File: src/rtl/key_event_detector_pkg.sv
// Shared types and constants for the debounced key-event path.
// Imported as key_event_pkg by the interface and the detector.
package key_event_pkg;

  typedef enum logic [0:0] {
    KEY_IDLE = 1'b0,
    KEY_DOWN = 1'b1
  } key_state_e;

  localparam int KEY_W = 8;
  localparam logic [KEY_W-1:0] KEY_NONE = 8'h00;

  // Counter only needs to reach cycles-1, so clog2(cycles) bits suffice.
  function automatic int cnt_width(input int cycles);
    return (cycles < 2) ? 1 : $clog2(cycles);
  endfunction

endpackage

File: src/rtl/key_event_detector_if.sv
// Key-code input and press-event output bundle of the key event detector.
// master: detector side; slave: keyboard source / event consumer side.
interface key_event_detector_if;
  import key_event_pkg::*;

  logic [KEY_W-1:0] key;
  logic             ev_ready;
  logic             ev_valid;
  logic [KEY_W-1:0] ev_code;
  logic             ev_release;
  logic             pressed;
  logic             overflow;

  modport master (
    input  key,
    input  ev_ready,
    output ev_valid,
    output ev_code,
    output ev_release,
    output pressed,
    output overflow
  );

  modport slave (
    output key,
    output ev_ready,
    input  ev_valid,
    input  ev_code,
    input  ev_release,
    input  pressed,
    input  overflow
  );

endinterface

File: src/rtl/key_event_detector_or_8_way.sv
// Eight-input OR reduction; used as the "key code is nonzero" test.
module or_8_way (
  input  logic [7:0] a,
  output logic       y
);

  assign y = |a;

endmodule

File: src/rtl/key_event_detector.sv
// Debounced key-event generator: accepts a key code after DEBOUNCE_CYCLES
// identical samples and emits press events through a one-entry valid/ready
// register. Define KEY_EVENT_RELEASE_EN to also emit release events.
module key_event_detector
  import key_event_pkg::*;
#(
  parameter int DEBOUNCE_CYCLES = 4
) (
  input  logic                 clk,
  input  logic                 reset,
  key_event_detector_if.master bus
);

  localparam int CNT_W = cnt_width(DEBOUNCE_CYCLES);
  localparam logic [CNT_W-1:0] CNT_MAX = CNT_W'(DEBOUNCE_CYCLES - 1);

  if (DEBOUNCE_CYCLES < 2 || DEBOUNCE_CYCLES > 255) begin : g_bad_debounce
    $error("key_event_detector: DEBOUNCE_CYCLES must be within 2..255");
  end

  logic [KEY_W-1:0] cand;
  logic [CNT_W-1:0] cnt;
  logic [KEY_W-1:0] accepted;
  key_state_e       state_q;
  key_state_e       state_d;

  logic             key_eq;
  logic             stable;
  logic             accept;
  logic             cand_nz;
  logic             gen_ev;

  logic             ev_valid_q;
  logic [KEY_W-1:0] ev_code_q;
  logic             overflow_q;
  logic             ev_take;
  logic             ev_load;

`ifdef KEY_EVENT_RELEASE_EN
  logic             gen_rel;
  logic             ev_release_q;
`endif

  or_8_way u_cand_nz (
    .a (cand),
    .y (cand_nz)
  );

  assign key_eq = (bus.key == cand);
  assign stable = key_eq && (cnt == CNT_MAX);
  assign accept = stable && (cand != accepted);

  // Debounce: any differing sample restarts the count at 1.
  always_ff @(posedge clk) begin
    if (reset) begin
      cand <= KEY_NONE;
      cnt  <= '0;
    end else if (!key_eq) begin
      cand <= bus.key;
      cnt  <= CNT_W'(1);
    end else if (cnt < CNT_MAX) begin
      cnt  <= cnt + CNT_W'(1);
    end
  end

  always_ff @(posedge clk) begin
    if (reset) begin
      state_q  <= KEY_IDLE;
      accepted <= KEY_NONE;
    end else begin
      state_q <= state_d;
      if (accept) accepted <= cand;
    end
  end

  always_comb begin
    state_d = state_q;
    gen_ev  = 1'b0;
`ifdef KEY_EVENT_RELEASE_EN
    gen_rel = 1'b0;
`endif
    case (state_q)
      KEY_IDLE: begin
        if (accept && cand_nz) begin
          state_d = KEY_DOWN;
          gen_ev  = 1'b1;
        end
      end
      KEY_DOWN: begin
        if (accept) begin
          if (cand_nz) begin
            gen_ev = 1'b1;
          end else begin
            state_d = KEY_IDLE;
`ifdef KEY_EVENT_RELEASE_EN
            gen_ev  = 1'b1;
            gen_rel = 1'b1;
`endif
          end
        end
      end
      default: state_d = KEY_IDLE;
    endcase
  end

  // Event register: a consumed slot can be refilled on the same edge.
  assign ev_take = ev_valid_q && bus.ev_ready;
  assign ev_load = gen_ev && (!ev_valid_q || bus.ev_ready);

  always_ff @(posedge clk) begin
    if (reset) begin
      ev_valid_q <= 1'b0;
      ev_code_q  <= KEY_NONE;
      overflow_q <= 1'b0;
    end else begin
      if (ev_load) begin
        ev_valid_q <= 1'b1;
        ev_code_q  <= gen_ev_code();
      end else if (ev_take) begin
        ev_valid_q <= 1'b0;
      end
      if (gen_ev && !ev_load) overflow_q <= 1'b1;
    end
  end

  // Releases carry the previously accepted code, presses the new candidate.
  function automatic logic [KEY_W-1:0] gen_ev_code();
`ifdef KEY_EVENT_RELEASE_EN
    return gen_rel ? accepted : cand;
`else
    return cand;
`endif
  endfunction

`ifdef KEY_EVENT_RELEASE_EN
  always_ff @(posedge clk) begin
    if (reset) begin
      ev_release_q <= 1'b0;
    end else if (ev_load) begin
      ev_release_q <= gen_rel;
    end
  end
  assign bus.ev_release = ev_release_q;
`else
  assign bus.ev_release = 1'b0;
`endif

  assign bus.ev_valid = ev_valid_q;
  assign bus.ev_code  = ev_code_q;
  assign bus.overflow = overflow_q;
  assign bus.pressed  = (state_q == KEY_DOWN);

endmodule

File: src/flat_wrapper.sv
// flat-port wrapper written by rule: the top's interface ports become plain ports
module key_event_detector_flat import key_event_pkg::*;
#(
  parameter int DEBOUNCE_CYCLES = 4
)
  (clk, reset, bus_key, bus_ev_ready, bus_ev_valid, bus_ev_code, bus_ev_release, bus_pressed, bus_overflow);
  key_event_detector_if bus_i ();
  input  logic clk;
  input  logic reset;
  input wire logic [$bits(bus_i.key)-1:0] bus_key;
  input wire logic [$bits(bus_i.ev_ready)-1:0] bus_ev_ready;
  output wire logic [$bits(bus_i.ev_valid)-1:0] bus_ev_valid;
  output wire logic [$bits(bus_i.ev_code)-1:0] bus_ev_code;
  output wire logic [$bits(bus_i.ev_release)-1:0] bus_ev_release;
  output wire logic [$bits(bus_i.pressed)-1:0] bus_pressed;
  output wire logic [$bits(bus_i.overflow)-1:0] bus_overflow;
  assign bus_i.key = bus_key;
  assign bus_i.ev_ready = bus_ev_ready;
  assign bus_ev_valid = bus_i.ev_valid;
  assign bus_ev_code = bus_i.ev_code;
  assign bus_ev_release = bus_i.ev_release;
  assign bus_pressed = bus_i.pressed;
  assign bus_overflow = bus_i.overflow;
  key_event_detector #(.DEBOUNCE_CYCLES(DEBOUNCE_CYCLES)) u_core (.clk(clk), .reset(reset), .bus(bus_i));
endmodule
File: config.mk
export PLATFORM = sky130hd
export DESIGN_NAME = key_event_detector_flat
export DESIGN_NICKNAME = d
export VERILOG_FILES = /design/src/rtl/key_event_detector_pkg.sv /design/src/rtl/key_event_detector_if.sv /design/src/rtl/key_event_detector_or_8_way.sv /design/src/rtl/key_event_detector.sv /design/src/flat_wrapper.sv
export SDC_FILE = /design/constraint.sdc
export NUM_CORES = 1
export LEC_CHECK = 0
export ABC_AREA = 1
export CAP_MARGIN = 30
export CORE_MARGIN = 8
export CORE_UTILIZATION = 23
export CTS_CLUSTER_SIZE = 20
export DETAILED_ROUTE_END_ITERATION = 12
export PLACE_DENSITY_LB_ADDON = 0.08
export SYNTH_ARGS = -nofsm -noshare
export SYNTH_HDL_FRONTEND = slang
export SYNTH_SLANG_ARGS = --single-unit
export TNS_END_PERCENT = 1
File: constraint.sdc
create_clock -name clk -period 3.3 [get_ports clk]
set_clock_uncertainty 0.15 [all_clocks]
set_input_delay 0.66 -clock clk [delete_from_list [all_inputs] [get_ports clk]]
set_output_delay 0.66 -clock clk [all_outputs]
set_load 0.02 [all_outputs]
==> results summary <==
The post-layout instance count excluding filler cells came out at 297. The post-route minimum period came out at 2.45 ns. The total congestion overflow is 0. The worst setup path is launched from a primary input. The worst path required time came out at 3.36 ns. The final estimated routing congestion in global placement came out at 0.697. The area of the core came out at 5960 um^2. The unique cell type count in the Yosys netlist came out at 25.

The width of the chip came out at 94.6 um. Traced cell by cell, the critical path runs through clkdlybuf4s50_1 -> xnor2_1 -> nand2_1 -> nor2_2 -> nand3_1 -> nor2_2 -> nand3_1 -> nand2_1 -> inv_1 -> nor2_1. The number of placed cells counting well taps came out at 290. Setup violations remaining at the end of the flow were counted as 0. The proportion of synthesized flip-flops having asynchronous set or reset came out at 0. Of all nets on the critical path, the largest fanout is 10. The setup path with the least slack is of type in2reg. The worst min-delay path class is reg2reg. The first global-routing pass estimated 5690 um of wire.

The number of antenna violations at the first check in global routing was 0. Final hold analysis gives a worst-case slack of 0.303 ns. The power per unit of standard cell area is 403 nW/um^2.

TritonCTS built the clock tree. The number of DRC markers in iteration 0 came out at 26. The slowest cell on the critical path is sky130_fd_sc_hd__clkdlybuf4s50_1.

The share of the synthesized area in the top cell type came out at 0.409. The maximum number of pins on one net before global-route repair is 21. For the worst-skew pair, the clock arrives at the later sink with an insertion delay of 0.27 ns.

The number of nets in the finished design is 234. The wire-length estimate of the detail-placed layout is 2500 um. The synthesis warning total came out at 0.

The cell with the most instances after synthesis is sky130_fd_sc_hd__nand2_1. The run finished with clean final reports. The number of maximum-capacitance violations came out at 0. The number of buffers inserted by port buffering came out at 21. The total negative slack is 0 ns. Of the cells placed in the final design, the portion with a size suffix greater than 1 is 0.113. The number of remaining DRC errors came out at 0.

Setup repair after global routing left no endpoint under its margin. The number of global-route vias before repair is 1238. The detailed-route wire length per cell came out at 11.0 um. The total count of hold-check failures in the final report came out at 0. The largest stage delay on the critical path came out at 0.49 ns. The post-CTS setup buffer count came out at 0. The CTS sink count came out at 29. The number of buffers and inverters on the critical path came out at 2.

For this run, the register share of the synthesized area comes to 0.409. The dominant cell type by area after synthesis is sky130_fd_sc_hd__dfxtp_1. On the critical path the largest part of the delay comes from simple AND/OR/NAND/NOR gates. The TritonCTS buffer count came out at 5. The flip-flop and latch count after synthesis is 29. In the post-synthesis netlist, the biggest area contributors are sky130_fd_sc_hd__dfxtp_1 41%, sky130_fd_sc_hd__nand2_1 14%, sky130_fd_sc_hd__inv_1 10%.

The worst-case vdd ir drop is 0.193 mV. The type of element capturing the critical path is a register. The highest clock frequency the design can meet is 408 MHz. After synthesis, the mean cell area works out to 7.17 um^2. The number of standard cells after synthesis is 198. By count the netlist is led by 52 x sky130_fd_sc_hd__nand2_1, 38 x sky130_fd_sc_hd__inv_1, 29 x sky130_fd_sc_hd__dfxtp_1. The number of antenna repair diodes came out at 0. The number of search-and-repair iterations in the first detailed-routing pass came out at 4. Total power for the finished layout comes to 0.000714 W. In this run the remaining antenna-violating nets after routing total 0. The boundary pin count is 23. The total routing resource utilization after global routing came out at 0.0816. The synthesized cell area is 1420 um^2. The total count of max-transition violations in the final report came out at 0. The layout overhead on the synthesized area is 24.8%. Among all flip-flop cells after synthesis, the most frequent one is sky130_fd_sc_hd__dfxtp_1. The initial utilization of the core area, before any placement, comes to 0.238. The deepest level of the CTS H-tree is 2. The count of instances resized after the clock tree is built came out at 0. The leakage power figure is 0.749 nW. The mean number of vias per cell is 3.90.

The floorplan die area is 8940 um^2. Row generation in the floorplan step produced 28 rows. For this block, the via count after detailed routing is 1159. The clock transition at the register clock pins on the worst setup and hold paths after CTS came out at 0.06 ns. The post-synthesis net count is 210. In this run, post-CTS hold repair placed 0 buffers. The period utilization is 0.742. The height of the die is 94.6 um. The arrival time of data at the critical path endpoint came out at 2.51 ns. The number of flops mapped to enable cells by yosys came out at 0.

No sink is reached through more buffers than the 2 on the longest clock path. For this block, the routed nets add up to 3260 um of wire. The CTS root buffer is sky130_fd_sc_hd__clkbuf_8.
placed cells by master, fill, tap and decap left out, drive strengths merged:
cell	n
o31ai	1
nand4	8
nor2	27
nand2	55
clkdlybuf4s50	21
ha	1
inv	39
xor2	7
nand3	3
clkinv	2
nor4	2
buf	2
a21oi	11
dfxtp	29
a2111oi	1
conb	1
clkbuf	7
xnor2	5
final timing paths:
kind	cells after the start	startpoint	endpoint	slack [ns]
worst max-delay path	10	bus_key[0]	u_core.bus.ev_code[0]$_SDFFE_PP0P_	0.85
worst min-delay path	2	u_core.bus.overflow$_SDFFE_PP0P_	u_core.bus.overflow$_SDFFE_PP0P_	0.30
worst max register to register	9	u_core.cand[0]$_SDFFE_PP0P_	u_core.bus.ev_code[0]$_SDFFE_PP0P_	1.25
worst min register to register	2	u_core.bus.overflow$_SDFFE_PP0P_	u_core.bus.overflow$_SDFFE_PP0P_	0.30
routing by layer:
| layer | global-route usage | vias up | wire, um |
|---|---|---|---|
| met5 | 0 | - | 0 |
| met4 | 0.0364 | 0 | 45 |
| met3 | 0.0254 | 5 | 147 |
| met2 | 0.120 | 20 | 1360 |
| met1 | 0.107 | 502 | 1710 |
| li1 | - | 632 | - |
flip-flops by register name, summed over array words and instances, names as in the netlist, named ones only:
name,flops
u_core.accepted,8
u_core.bus.ev_code,8
u_core.cand,8
u_core.cnt,2
u_core.bus.ev_valid,1
u_core.bus.overflow,1
kinds of logic after synthesis:
| group | after synthesis | synth area share |
|---|---|---|
| AO/OA/AOI/OAI | 13 | 0.0740 |
| buffers and inverters | 47 | 0.146 |
| other | 1 | 0.00264 |
| AND/OR/NAND/NOR | 95 | 0.285 |
| XOR/XNOR | 12 | 0.0740 |
| adder cells (fa/ha/maj) | 1 | 0.00881 |
| flip-flops | 29 | 0.409 |
area by class of cell:
cell class	count	area [um^2]
Inverter	41	154
Fill cell	699	4180
Timing Repair Buffer	23	225
Multi-Input combinational cell	122	632
Tap cell	75	93.8
Clock buffer	7	86.3
Sequential cell	29	581
power breakdown:
group | switching (W) | internal (W) | total, W
Combinational | 0.0000301 | 0.0000265 | 0.0000566
Clock | 0.000126 | 0.000165 | 0.000291
Sequential | 0.0000103 | 0.000356 | 0.000366
tightest hold or removal path: cells and delay by family, from the launching register on:
kind	cells	cell delay [ns]
AOI/OAI and AO/OA	1	0.05
buffers and inverters	1	0.05
DFF	1	0.31
metrics by stage:
stage / utilization / area, um^2 / setup WS [ns]
final: 0.297 / 1770 / 0.851
after global routing: 0.297 / 1770 / 0.600
after floorplan: - / 1420 / 1.49
after detailed placement: 0.283 / 1690 / 0.570
after global placement: 0.283 / 1690 / 0.548
after CTS: 0.297 / 1770 / 0.842
(Power assumes the default switching activity.)
